**config.mk**
```make
export PLATFORM = sky130hd
export DESIGN_NAME = pipe_hazard_ctrl
export DESIGN_NICKNAME = d
export VERILOG_FILES = /design/src/rtl/pipe_pkg.sv /design/src/rtl/md_busy_cnt.sv /design/src/rtl/pipe_hazard_ctrl.sv
export SDC_FILE = /design/constraint.sdc
export NUM_CORES = 1
export LEC_CHECK = 0
export ABC_AREA = 1
export CAP_MARGIN = 20
export CORE_ASPECT_RATIO = 1.2
export CORE_MARGIN = 3
export CORE_UTILIZATION = 40
export CTS_CLUSTER_DIAMETER = 200
export CTS_CLUSTER_SIZE = 30
export DETAILED_ROUTE_END_ITERATION = 8
export HOLD_SLACK_MARGIN = 0.12
export MAX_ROUTING_LAYER = met4
export PLACE_DENSITY = 0.84
export SLEW_MARGIN = 20
export SYNTH_ARGS = -nofsm -noshare
export SYNTH_HDL_FRONTEND = slang
export SYNTH_SLANG_ARGS = --single-unit
```
**constraint.sdc**
```tcl
create_clock -name clk -period 2.3 [get_ports clk]
set_input_delay 0.23 -clock clk [delete_from_list [all_inputs] [get_ports clk]]
set_output_delay 0.23 -clock clk [all_outputs]
set_load 0.02 [all_outputs]
```
**src/rtl/pipe_pkg.sv**
```systemverilog
// rtl/pipe_pkg.sv - shared encodings and defaults for the pipeline hazard controller
package pipe_pkg;

  typedef enum logic [1:0] {
    ST_RUN   = 2'd0,
    ST_WAIT  = 2'd1,
    ST_FLUSH = 2'd2
  } state_e;

  // A source whose Tuse is 3 is not read by the D-stage instruction
  localparam logic [1:0] TUSE_NONE = 2'd3;

  localparam int MULT_CYCLES_DEF = 5;
  localparam int DIV_CYCLES_DEF  = 10;

endpackage

```
**src/rtl/md_busy_cnt.sv**
```systemverilog
// rtl/md_busy_cnt.sv - MDU occupancy countdown (load on start, decrement to zero)
module md_busy_cnt
  import pipe_pkg::*;
#(
  parameter int MULT_CYCLES = MULT_CYCLES_DEF,
  parameter int DIV_CYCLES  = DIV_CYCLES_DEF,
  parameter int CNT_W       = 4
) (
  input  logic clk,
  input  logic reset,
  input  logic i_load,
  input  logic i_is_div,
  output logic o_busy
);

  logic [CNT_W-1:0] r_cnt;

  // Load the op latency on a qualified start, otherwise run down to zero
  always_ff @(posedge clk or negedge reset) begin
    if (!reset) begin
      r_cnt <= '0;
    end else if (i_load) begin
      r_cnt <= i_is_div ? CNT_W'(DIV_CYCLES) : CNT_W'(MULT_CYCLES);
    end else if (r_cnt != '0) begin
      r_cnt <= r_cnt - CNT_W'(1);
    end
  end

  // The start cycle itself already counts as busy
  assign o_busy = (r_cnt != '0) | i_load;

endmodule

```
**src/rtl/pipe_hazard_ctrl.sv**
```systemverilog
// rtl/pipe_hazard_ctrl.sv - stall/flush sequencer for the 5-stage pipeline; optional perf counters under PIPE_HAZARD_CTRL_PERF_EN
module pipe_hazard_ctrl
  import pipe_pkg::*;
#(
  parameter int MULT_CYCLES = MULT_CYCLES_DEF,
  parameter int DIV_CYCLES  = DIV_CYCLES_DEF,
  parameter int CNT_W       = 4
) (
  input  logic       clk,
  input  logic       reset,
  input  logic [4:0] D_rs,
  input  logic [4:0] D_rt,
  input  logic [1:0] D_rs_tuse,
  input  logic [1:0] D_rt_tuse,
  input  logic [4:0] E_wa,
  input  logic [1:0] E_tnew,
  input  logic [4:0] M_wa,
  input  logic [1:0] M_tnew,
  input  logic       D_is_md,
  input  logic       E_md_start,
  input  logic       E_md_is_div,
  input  logic       dbus_req,
  input  logic       dbus_ready,
  input  logic       exc_req,
  input  logic       eret_req,
  output logic       pc_en,
  output logic       D_en,
  output logic       D_clr,
  output logic       E_en,
  output logic       E_clr,
  output logic       M_en,
  output logic       M_clr,
  output logic       W_en,
  output logic       md_busy
`ifdef PIPE_HAZARD_CTRL_PERF_EN
  ,
  output logic [31:0] perf_stall_cnt,
  output logic [31:0] perf_wait_cnt
`endif
);

  state_e r_state;
  state_e w_state_nxt;
  logic   r_flush_pend;
  logic   w_pend_nxt;

  logic w_wait;
  logic w_exc;
  logic w_flush_now;
  logic w_hz_rs;
  logic w_hz_rt;
  logic w_hz_stall;
  logic w_md_load;
  logic w_busy;
  logic w_md_stall;
  logic w_pc_en, w_d_en, w_d_clr, w_e_en, w_e_clr, w_m_en, w_m_clr, w_w_en;

  assign w_wait = dbus_req & ~dbus_ready;
  assign w_exc  = exc_req | eret_req;

  // A flush frozen by a bus wait is replayed on the cycle the wait ends
  assign w_flush_now = (r_state == ST_FLUSH) | ((r_state == ST_WAIT) & r_flush_pend);

  assign w_hz_rs = (D_rs != 5'd0) && (D_rs_tuse != TUSE_NONE) &&
                   (((D_rs == E_wa) && (E_tnew > D_rs_tuse)) ||
                    ((D_rs == M_wa) && (M_tnew > D_rs_tuse)));
  assign w_hz_rt = (D_rt != 5'd0) && (D_rt_tuse != TUSE_NONE) &&
                   (((D_rt == E_wa) && (E_tnew > D_rt_tuse)) ||
                    ((D_rt == M_wa) && (M_tnew > D_rt_tuse)));
  assign w_hz_stall = w_hz_rs | w_hz_rt;

  // Start qualifier built from the freeze/flush/register-stall terms only; the
  // MDU stall's own E_clr is left out, otherwise md_busy would feed itself
  assign w_md_load = E_md_start & ~w_wait & ~w_exc & (w_flush_now | ~w_hz_stall);

  md_busy_cnt #(
    .MULT_CYCLES(MULT_CYCLES),
    .DIV_CYCLES (DIV_CYCLES),
    .CNT_W      (CNT_W)
  ) u_md_busy_cnt (
    .clk     (clk),
    .reset   (reset),
    .i_load  (w_md_load),
    .i_is_div(E_md_is_div),
    .o_busy  (w_busy)
  );

  assign w_md_stall = D_is_md & w_busy;

  // State register: FSM state plus the flush-pending flag held across a wait
  always_ff @(posedge clk or negedge reset) begin
    if (!reset) begin
      r_state      <= ST_RUN;
      r_flush_pend <= 1'b0;
    end else begin
      r_state      <= w_state_nxt;
      r_flush_pend <= w_pend_nxt;
    end
  end

  // Next state and pipeline controls in priority: freeze, exception, flush, stall
  always_comb begin
    w_state_nxt = ST_RUN;
    w_pend_nxt  = 1'b0;
    w_pc_en     = 1'b1;
    w_d_en      = 1'b1;
    w_d_clr     = 1'b0;
    w_e_en      = 1'b1;
    w_e_clr     = 1'b0;
    w_m_en      = 1'b1;
    w_m_clr     = 1'b0;
    w_w_en      = 1'b1;
    if (w_wait) begin
      w_state_nxt = ST_WAIT;
      w_pend_nxt  = w_flush_now;
      w_pc_en     = 1'b0;
      w_d_en      = 1'b0;
      w_e_en      = 1'b0;
      w_m_en      = 1'b0;
      w_w_en      = 1'b0;
    end else if (w_exc) begin
      w_state_nxt = ST_FLUSH;
      w_d_clr     = 1'b1;
      w_e_clr     = 1'b1;
      w_m_clr     = 1'b1;
    end else if (w_flush_now) begin
      w_d_clr     = 1'b1;
    end else if (w_md_stall | w_hz_stall) begin
      w_pc_en     = 1'b0;
      w_d_en      = 1'b0;
      w_e_clr     = 1'b1;
    end
  end

  // While reset is held the pipeline free-runs with no clears and no MDU busy
  assign pc_en   = ~reset | w_pc_en;
  assign D_en    = ~reset | w_d_en;
  assign E_en    = ~reset | w_e_en;
  assign M_en    = ~reset | w_m_en;
  assign W_en    = ~reset | w_w_en;
  assign D_clr   = reset & w_d_clr;
  assign E_clr   = reset & w_e_clr;
  assign M_clr   = reset & w_m_clr;
  assign md_busy = reset & w_busy;

`ifdef PIPE_HAZARD_CTRL_PERF_EN
  logic w_stall_cyc;
  assign w_stall_cyc = ~w_wait & ~w_exc & ~w_flush_now & (w_md_stall | w_hz_stall);

  // Free-running wrap-around counts of stall and freeze cycles
  always_ff @(posedge clk or negedge reset) begin
    if (!reset) begin
      perf_stall_cnt <= 32'd0;
      perf_wait_cnt  <= 32'd0;
    end else begin
      if (w_stall_cyc) perf_stall_cnt <= perf_stall_cnt + 32'd1;
      if (w_wait)      perf_wait_cnt  <= perf_wait_cnt + 32'd1;
    end
  end
`endif

endmodule

```
==> summary.md, run 1 <==
| Metric | Value |
|---|---|
| Status | `complete, no violations` |
| Worst min-delay path class | `input port to asynchronous set/reset pin` |
| Crit path largest cell delay | `0.28 ns` |
| Crit path kind | `input port to output port` |
| Worst slew margin | `75.44%` |
| FFs w/ async S/R, synth | `100.0%` |
| Clock buffer depth | `2` |
| Peak supply drop | `0.3742 mV` |
| Starting Density | `44.24%` |
| H-tree Lvls | `1` |
| Hold_buf cts | `0` |
| # DRC | `0` |
| Post-Syn Area | `1062 um^2` |
| Final setup TNS | `0 ns` |
| Worst-skew pair later-pin latency | `0.26 ns` |
| Slew Limit Fails | `0` |
| Static Leak | `0.9750 nW` |
| Yosys reg bits | `7` |
| Dpl ws | `-0.6302 ns` |
| Detailed placement HPWL | `2.404 mm` |
| Final hold vios | `0` |
| Worst EP arrival | `1.95 ns` |
| Total track usage | `17.76%` |
| Antenna Cells | `0` |
| # nets final | `294` |
| Max_cap viols | `0` |
| Area grow syn2layout | `62.54%` |
| PD cells | `445.5 nW/um^2` |
| Slew @ Worst Pin | `0.3655 ns` |
| Average wire per standard cell | `10.84 um` |
| Vias in the first global route | `1188` |
| Avg Vias per Cell | `4.664` |
| Cell Area, Placed | `1582 um^2` |
| Period minus WS final | `2.175 ns` |
| IO buf count | `45` |
| Post-synth top area share | `21.91%` |
| Die W | `53.05 um` |
| Syn. warnings | `0` |
| Setup violations, final | `0` |
| Yosys top cell by area | `nand2_1` |
| Worst clock skew | `0.001440 ns` |
| TritonRoute pass-1 iters | `4` |
| Gpl congestion | `0.9098` |
| Synth area leaders | `nand2_1 22%, dfrtp_1 16%, ha_1 12%, inv_1 12%, nor2_1 8.1%` |
| Layout cells sized above 1 | `19.51%` |
| Final wirelength | `3.003 mm` |
| CP cell instances | `dlygate4sd2_1, inv_1, buf_4, ha_1, nand2_1, o21ai_0, nor2_1, nand3_1, nand2_1, nand2_1, nand2_1, nand2_2, nand2_4, nand2_4, nand2_4, nand3_2, nand2_1, inv_1, buf_6` |
| Crit path max fanout | `4` |
| CTS clk-pin slew, worst paths | `0.05 ns` |
| Routed Antenna Nets | `0` |
| Worst Setup End Kind | `output port` |
| CTS Sinks | `7` |
| Cells after Synth | `187` |
| Global-route wire length before repair | `4.457 mm` |
| Die area | `3313 um^2` |
| Pwr Total | `769.1 uW` |
| Final setup margin | `0.1247 ns` |
| Crit. Startpoint | `E_tnew[0]` |
| Worst R2R Start | `u_md_busy_cnt.r_cnt[0]` |
| Remaining global-route overflow | `0` |
| Final Cell Area | `1727 um^2` |
| Most used cell, CP | `nand2_1` |
| Mean post-synth cell area | `5.681 um^2` |
| Fmax | `459.7 MHz` |
| EDFF count, synth | `0` |
| CTS tree | `done` |
| Unrepaired setup endpoints after global routing | `true` |
| Initial antenna violation count | `0` |
| Post-synthesis cell type count | `22` |
| Via count | `1292` |
| Sequential-to-total area share from yosys stat | `16.49%` |
| Number of CTS-inserted buffers | `3` |
| Top_reg_cell synth | `dfrtp_1` |
| Critical Path Start Type | `input port` |
| Pin count of the biggest net entering global routing | `9` |
| CTS Root Cell | `clkbuf_4` |
| Die height | `62.45 um` |
| DR iter-0 viols | `25` |
| WP data required | `2.07 ns` |
| I/O pins | `46` |
| Worst hold slack | `0.2733 ns` |
| Net Count, Synth | `234` |
| CP max stage cell | `ha_1` |
| Fin crit share | `94.58%` |
| Core Area | `2401 um^2` |
| # rows | `19` |
cells in the final DEF (no fill, tap or decap), types with 4 or more instances in the layout:
master | synthesis | routed
nand2_1 | 62 | 61
clkdlybuf4s50_1 | 0 | 31
inv_1 | 33 | 30
nor2_1 | 23 | 22
buf_4 | 3 | 13
inv_2 | 6 | 9
nand3_1 | 10 | 8
dfrtp_1 | 7 | 7
a21oi_1 | 7 | 6
ha_1 | 10 | 6
o21ai_0 | 5 | 5
nand2_4 | 3 | 4
ha_4 | 0 | 4
dlymetal6s2s_1 | 0 | 4
critical path, delay by kind of cell:
kind / cells / cell delay [ns]
buffers and inverters: 5 / 0.51
and+or+nand+nor: 12 / 0.85
AOI/OAI and AO/OA: 1 / 0.07
adders and majority gates: 1 / 0.28
cell families (layout without fill, tap and decap cells):
group / Yosys count / count (layout) / share of synthesized area, %
buf+inv: 43 / 102 / 16.25
compound gates: 16 / 16 / 8.951
fa+ha+maj: 10 / 10 / 11.78
simple gates: 106 / 106 / 42.40
xor+xnor: 5 / 5 / 4.123
flops: 7 / 7 / 16.49
sequential cells by signal, indices dropped and copies added (netlist names):
| name | flops |
|---|---|
| u_md_busy_cnt.r_cnt | 4 |
| r_state | 2 |
| r_flush_pend | 1 |
metrics by stage:
stage	util, %	cells
after floorplan	-	187
after global placement	65.87	267
after detailed placement	65.87	267
after CTS	70.04	274
after global routing	71.91	277
final	71.91	277
synth_stat cells, types with 2 or more instances:
library cell / instances
nand2_1: 62
inv_1: 33
nor2_1: 23
ha_1: 10
nand3_1: 10
a21oi_1: 7
dfrtp_1: 7
inv_2: 6
o21ai_0: 5
buf_4: 3
nand2_2: 3
nand2_4: 3
xnor2_1: 3
nand4_1: 2
nor3_1: 2
xor2_1: 2
power breakdown:
group	internal, mW	total [mW]	switching, mW
logic	0.234	0.458	0.224
clock network	0.0664	0.115	0.0482
registers	0.166	0.196	0.0307
total	0.466	0.769	0.303
worst paths after layout:
path                                           to  depth (start not counted)  slack, ns
max                                         E_clr                         19       0.12
min                        u_md_busy_cnt.r_cnt[3]                          2       0.27
max reg2reg                u_md_busy_cnt.r_cnt[1]                          9       0.84
min reg2reg                u_md_busy_cnt.r_cnt[1]                          2       0.57
max in group asynchronous              r_state[0]                          2       1.90
min in group clk           u_md_busy_cnt.r_cnt[1]                          2       0.57
repair_timing:
| item | CTS | global route |
|---|---|---|
| pin swaps | 13 | 7 |
| endpoints found under the setup margin | 4 | 4 |
| hold endpoints to repair | 0 | 0 |
| gates resized for setup | 36 | 13 |
| buffers inserted | 3 | 3 |
cell type report:
class	instances	area, um^2
Multi-Input combinational cell	137	788.3
Fill cell	188	674.4
Timing Repair Buffer	58	548.0
Sequential cell	7	175.2
Inverter	40	150.1
Tap cell	31	38.79
Clock buffer	4	26.28
metal layers:
layer	vias to the layer above	wire [um]	GRT usage, %
met5	-	0	-
met4	0	68	6.390
met3	9	178	2.387
met2	41	1615	34.16
met1	561	1141	16.93
li1	681	-	-
Power figures use the tool's default switching activity.
==> run 2: changes to the inputs <==
--- a/config.mk
+++ b/config.mk
@@ -9,13 +9,13 @@
 export CAP_MARGIN = 20
 export CORE_ASPECT_RATIO = 1.2
 export CORE_MARGIN = 3
-export CORE_UTILIZATION = 40
+export CORE_UTILIZATION = 25
 export CTS_CLUSTER_DIAMETER = 200
 export CTS_CLUSTER_SIZE = 30
 export DETAILED_ROUTE_END_ITERATION = 8
-export HOLD_SLACK_MARGIN = 0.12
+export HOLD_SLACK_MARGIN = 0.05
 export MAX_ROUTING_LAYER = met4
-export PLACE_DENSITY = 0.84
+export PLACE_DENSITY = 0.59
 export SLEW_MARGIN = 20
 export SYNTH_ARGS = -nofsm -noshare
 export SYNTH_HDL_FRONTEND = slang
==> summary.md, run 2 (synthesis results as in run 1) <==
| Metric | Value |
|---|---|
| Status | `complete, no violations` |
| Slew Limit Fails | `0 (unchanged)` |
| Fill cell count | `452 (+140%)` |
| Hold_buf cts | `0 (unchanged)` |
| Antenna Cells | `0 (unchanged)` |
| Worst Setup End Kind | `output port` |
| Unrepaired setup endpoints after global routing | `false` |
| Worst EP arrival | `1.89 ns (-0.06 ns)` |
| Remaining global-route overflow | `0 (unchanged)` |
| Worst slew margin | `81.43% (+6.0 points)` |
| CTS Sinks | `7 (unchanged)` |
| # rows | `25 (+6)` |
| Initial antenna violation count | `0 (unchanged)` |
| Vias in the first global route | `1162 (-2.2%)` |
| PD cells | `476.7 nW/um^2 (+7.0%)` |
| DR iter-0 viols | `35 (+40%)` |
| Critical Path Start Type | `input port` |
| # nets final | `288 (-2.0%)` |
| Largest register FFs | `4 (unchanged)` |
| IO buf count | `45 (unchanged)` |
| Die W | `65.51 um (+23%)` |
| Routed Antenna Nets | `0 (unchanged)` |
| R2R setup slack | `0.88 ns (+0.04 ns)` |
| Commonest non-fill, non-tap cells in the layout | `60 x nand2_1, 33 x clkdlybuf4s50_1, 29 x inv_1` |
| Die height | `77.41 um (+24%)` |
| Met1 usage | `12.31% (-4.6 points)` |
| Most common cell after layout, fill and taps aside | `nand2_1` |
| TritonRoute pass-1 iters | `4 (unchanged)` |
| Avg Vias per Cell | `4.190 (-10%)` |
| Fin crit share | `92.30% (-2.3 points)` |
| Die area | `5070 um^2 (+53%)` |
| Final wirelength | `2.891 mm (-3.7%)` |
| Average wire per standard cell | `9.833 um (-9.3%)` |
| I/O pins | `46 (unchanged)` |
| WP data required | `2.07 ns (about the same)` |
| Postcts setup bufs | `0 (-3)` |
| Gpl congestion | `0.8241 (-9.4%)` |
| Pin count of the biggest net entering global routing | `9 (unchanged)` |
| Worst clock skew | `0.002803 ns (+0.001363 ns)` |
| Crit path max fanout | `4 (unchanged)` |
| Area grow syn2layout | `59.01%` |
| Final setup TNS | `0 ns (unchanged)` |
| Via count | `1232 (-4.6%)` |
| Fmax | `471.0 MHz (+2.5%)` |
| M2 GR Usage | `22.90% (-11 points)` |
| Final Cell Area | `1689 um^2 (-2.2%)` |
| Core Area | `4004 um^2 (+67%)` |
| Worst-skew pair later-pin latency | `0.22 ns (-0.04 ns)` |
| Crit path kind | `input port to output port` |
| Detailed placement HPWL | `2.533 mm (+5.3%)` |
| Static Leak | `0.9316 nW (-4.5%)` |
| Layout cells sized above 1 | `15.83% (-3.7 points)` |
| # placed instances | `290 (+8.6%)` |
| CTS clk-pin slew, worst paths | `0.04 ns (about the same)` |
| GR peak layer | `met2` |
| Clock buffer depth | `2 (unchanged)` |
| Worst min-delay path class | `input port to asynchronous set/reset pin` |
| Starting Density | `26.53% (-18 points)` |
| Largest registers | `u_md_busy_cnt.r_cnt x4, r_state x2, r_flush_pend x1` |
| Max_cap viols | `0 (unchanged)` |
| Number of CTS-inserted buffers | `3 (unchanged)` |
| Peak supply drop | `0.1567 mV (-58%)` |
| Cell Area, Placed | `1610 um^2 (+1.8%)` |
| Register with the highest flop count | `u_md_busy_cnt.r_cnt` |
| Setup violations, final | `0 (unchanged)` |
| Final hold vios | `0 (unchanged)` |
| Slew @ Worst Pin | `0.2775 ns (-0.08799 ns)` |
| Global-route wire length before repair | `4.692 mm (+5.3%)` |
| Period minus WS final | `2.123 ns (-0.05233 ns)` |
| Reg2Reg Depth | `10 (+1)` |
| Met3 Use GR | `1.881% (-0.51 points)` |
| # DRC | `0 (unchanged)` |
| CTS Root Cell | `clkbuf_8` |
| H-tree Lvls | `1 (unchanged)` |
| Final cell count without fillers | `294 (+6.1%)` |
| CTS tree | `done` |
| Total track usage | `11.95% (-5.8 points)` |
## run 2: changes by cell type in the layout (fill, tap and decap cells not counted), sizes merged
cell / previous run / this run
buf: 17 / 11
clkbuf: 5 / 4
clkdlybuf4s15: 2 / 1
clkdlybuf4s50: 31 / 33
dlygate4sd2: 3 / 5
dlymetal6s2s: 4 / 2
## run 2: power breakdown
group	switching (mW)	total, mW	leakage (nW)	internal, mW
registers	0.0270	0.193	0.0850	0.166
clock network	0.0483	0.168	0.0228	0.119
logic	0.221	0.444	0.824	0.223
## run 2: final timing paths
check / startpoint / to
worst max-delay path: D_rt[4] / E_clr
worst min-delay path: reset / u_md_busy_cnt.r_cnt[0]
worst max register to register: r_state[0] / u_md_busy_cnt.r_cnt[1]
worst min register to register: u_md_busy_cnt.r_cnt[1] / u_md_busy_cnt.r_cnt[1]
max in group asynchronous: reset / r_state[0]
min in group clk: u_md_busy_cnt.r_cnt[1] / u_md_busy_cnt.r_cnt[1]
## run 2: worst max-delay path, cell delays in order
cell and delay [ns]:
clkdlybuf4s50_1 0.55, xnor2_1 0.14, nand2_1 0.06, nor2_1 0.11, nand2_1 0.07, nand2_1 0.06
nand2_1 0.06, nand2_2 0.06, nand2_2 0.06, nand2_4 0.07, nand2_4 0.04, nand2_2 0.07
nand3_1 0.06, nand2_1 0.07, inv_1 0.04, buf_6 0.12
## run 2: final cells by class
class                   count  area, um^2  area share (%)
inverters                  40       150.1           8.889
well taps                  54       67.56           4.000
multi-input cells         137       748.2           44.30
flip-flops and latches      7       175.2           10.37
clock buffers               4       45.04           2.667
repair buffers             52       503.0           29.78
## run 2: metal layers
layer,up-vias,wire (um)
met3,2,144
met4,0,9
met2,31,1598
met1,530,1139
li1,669,-
met5,-,0
## run 2: what timing repair did
item,CTS,global route
resized for setup,36,5
gates cloned,0,0
setup endpoints to repair,4,4
pin swaps,9,14
## run 2: through the flow
stage	power (mW)	util, %	worst slack (ns)	hold slack [ns]
floorplan	0.4731	-	0.3263	-0.06559
global placement	0.6326	40.22	-0.5871	0.5651
detailed placement	0.6341	40.22	-0.6231	0.5705
CTS	0.8168	41.97	-0.001349	0.3292
global route	0.8877	42.19	0.002851	0.3525
finish	0.8052	42.19	0.1770	0.3268
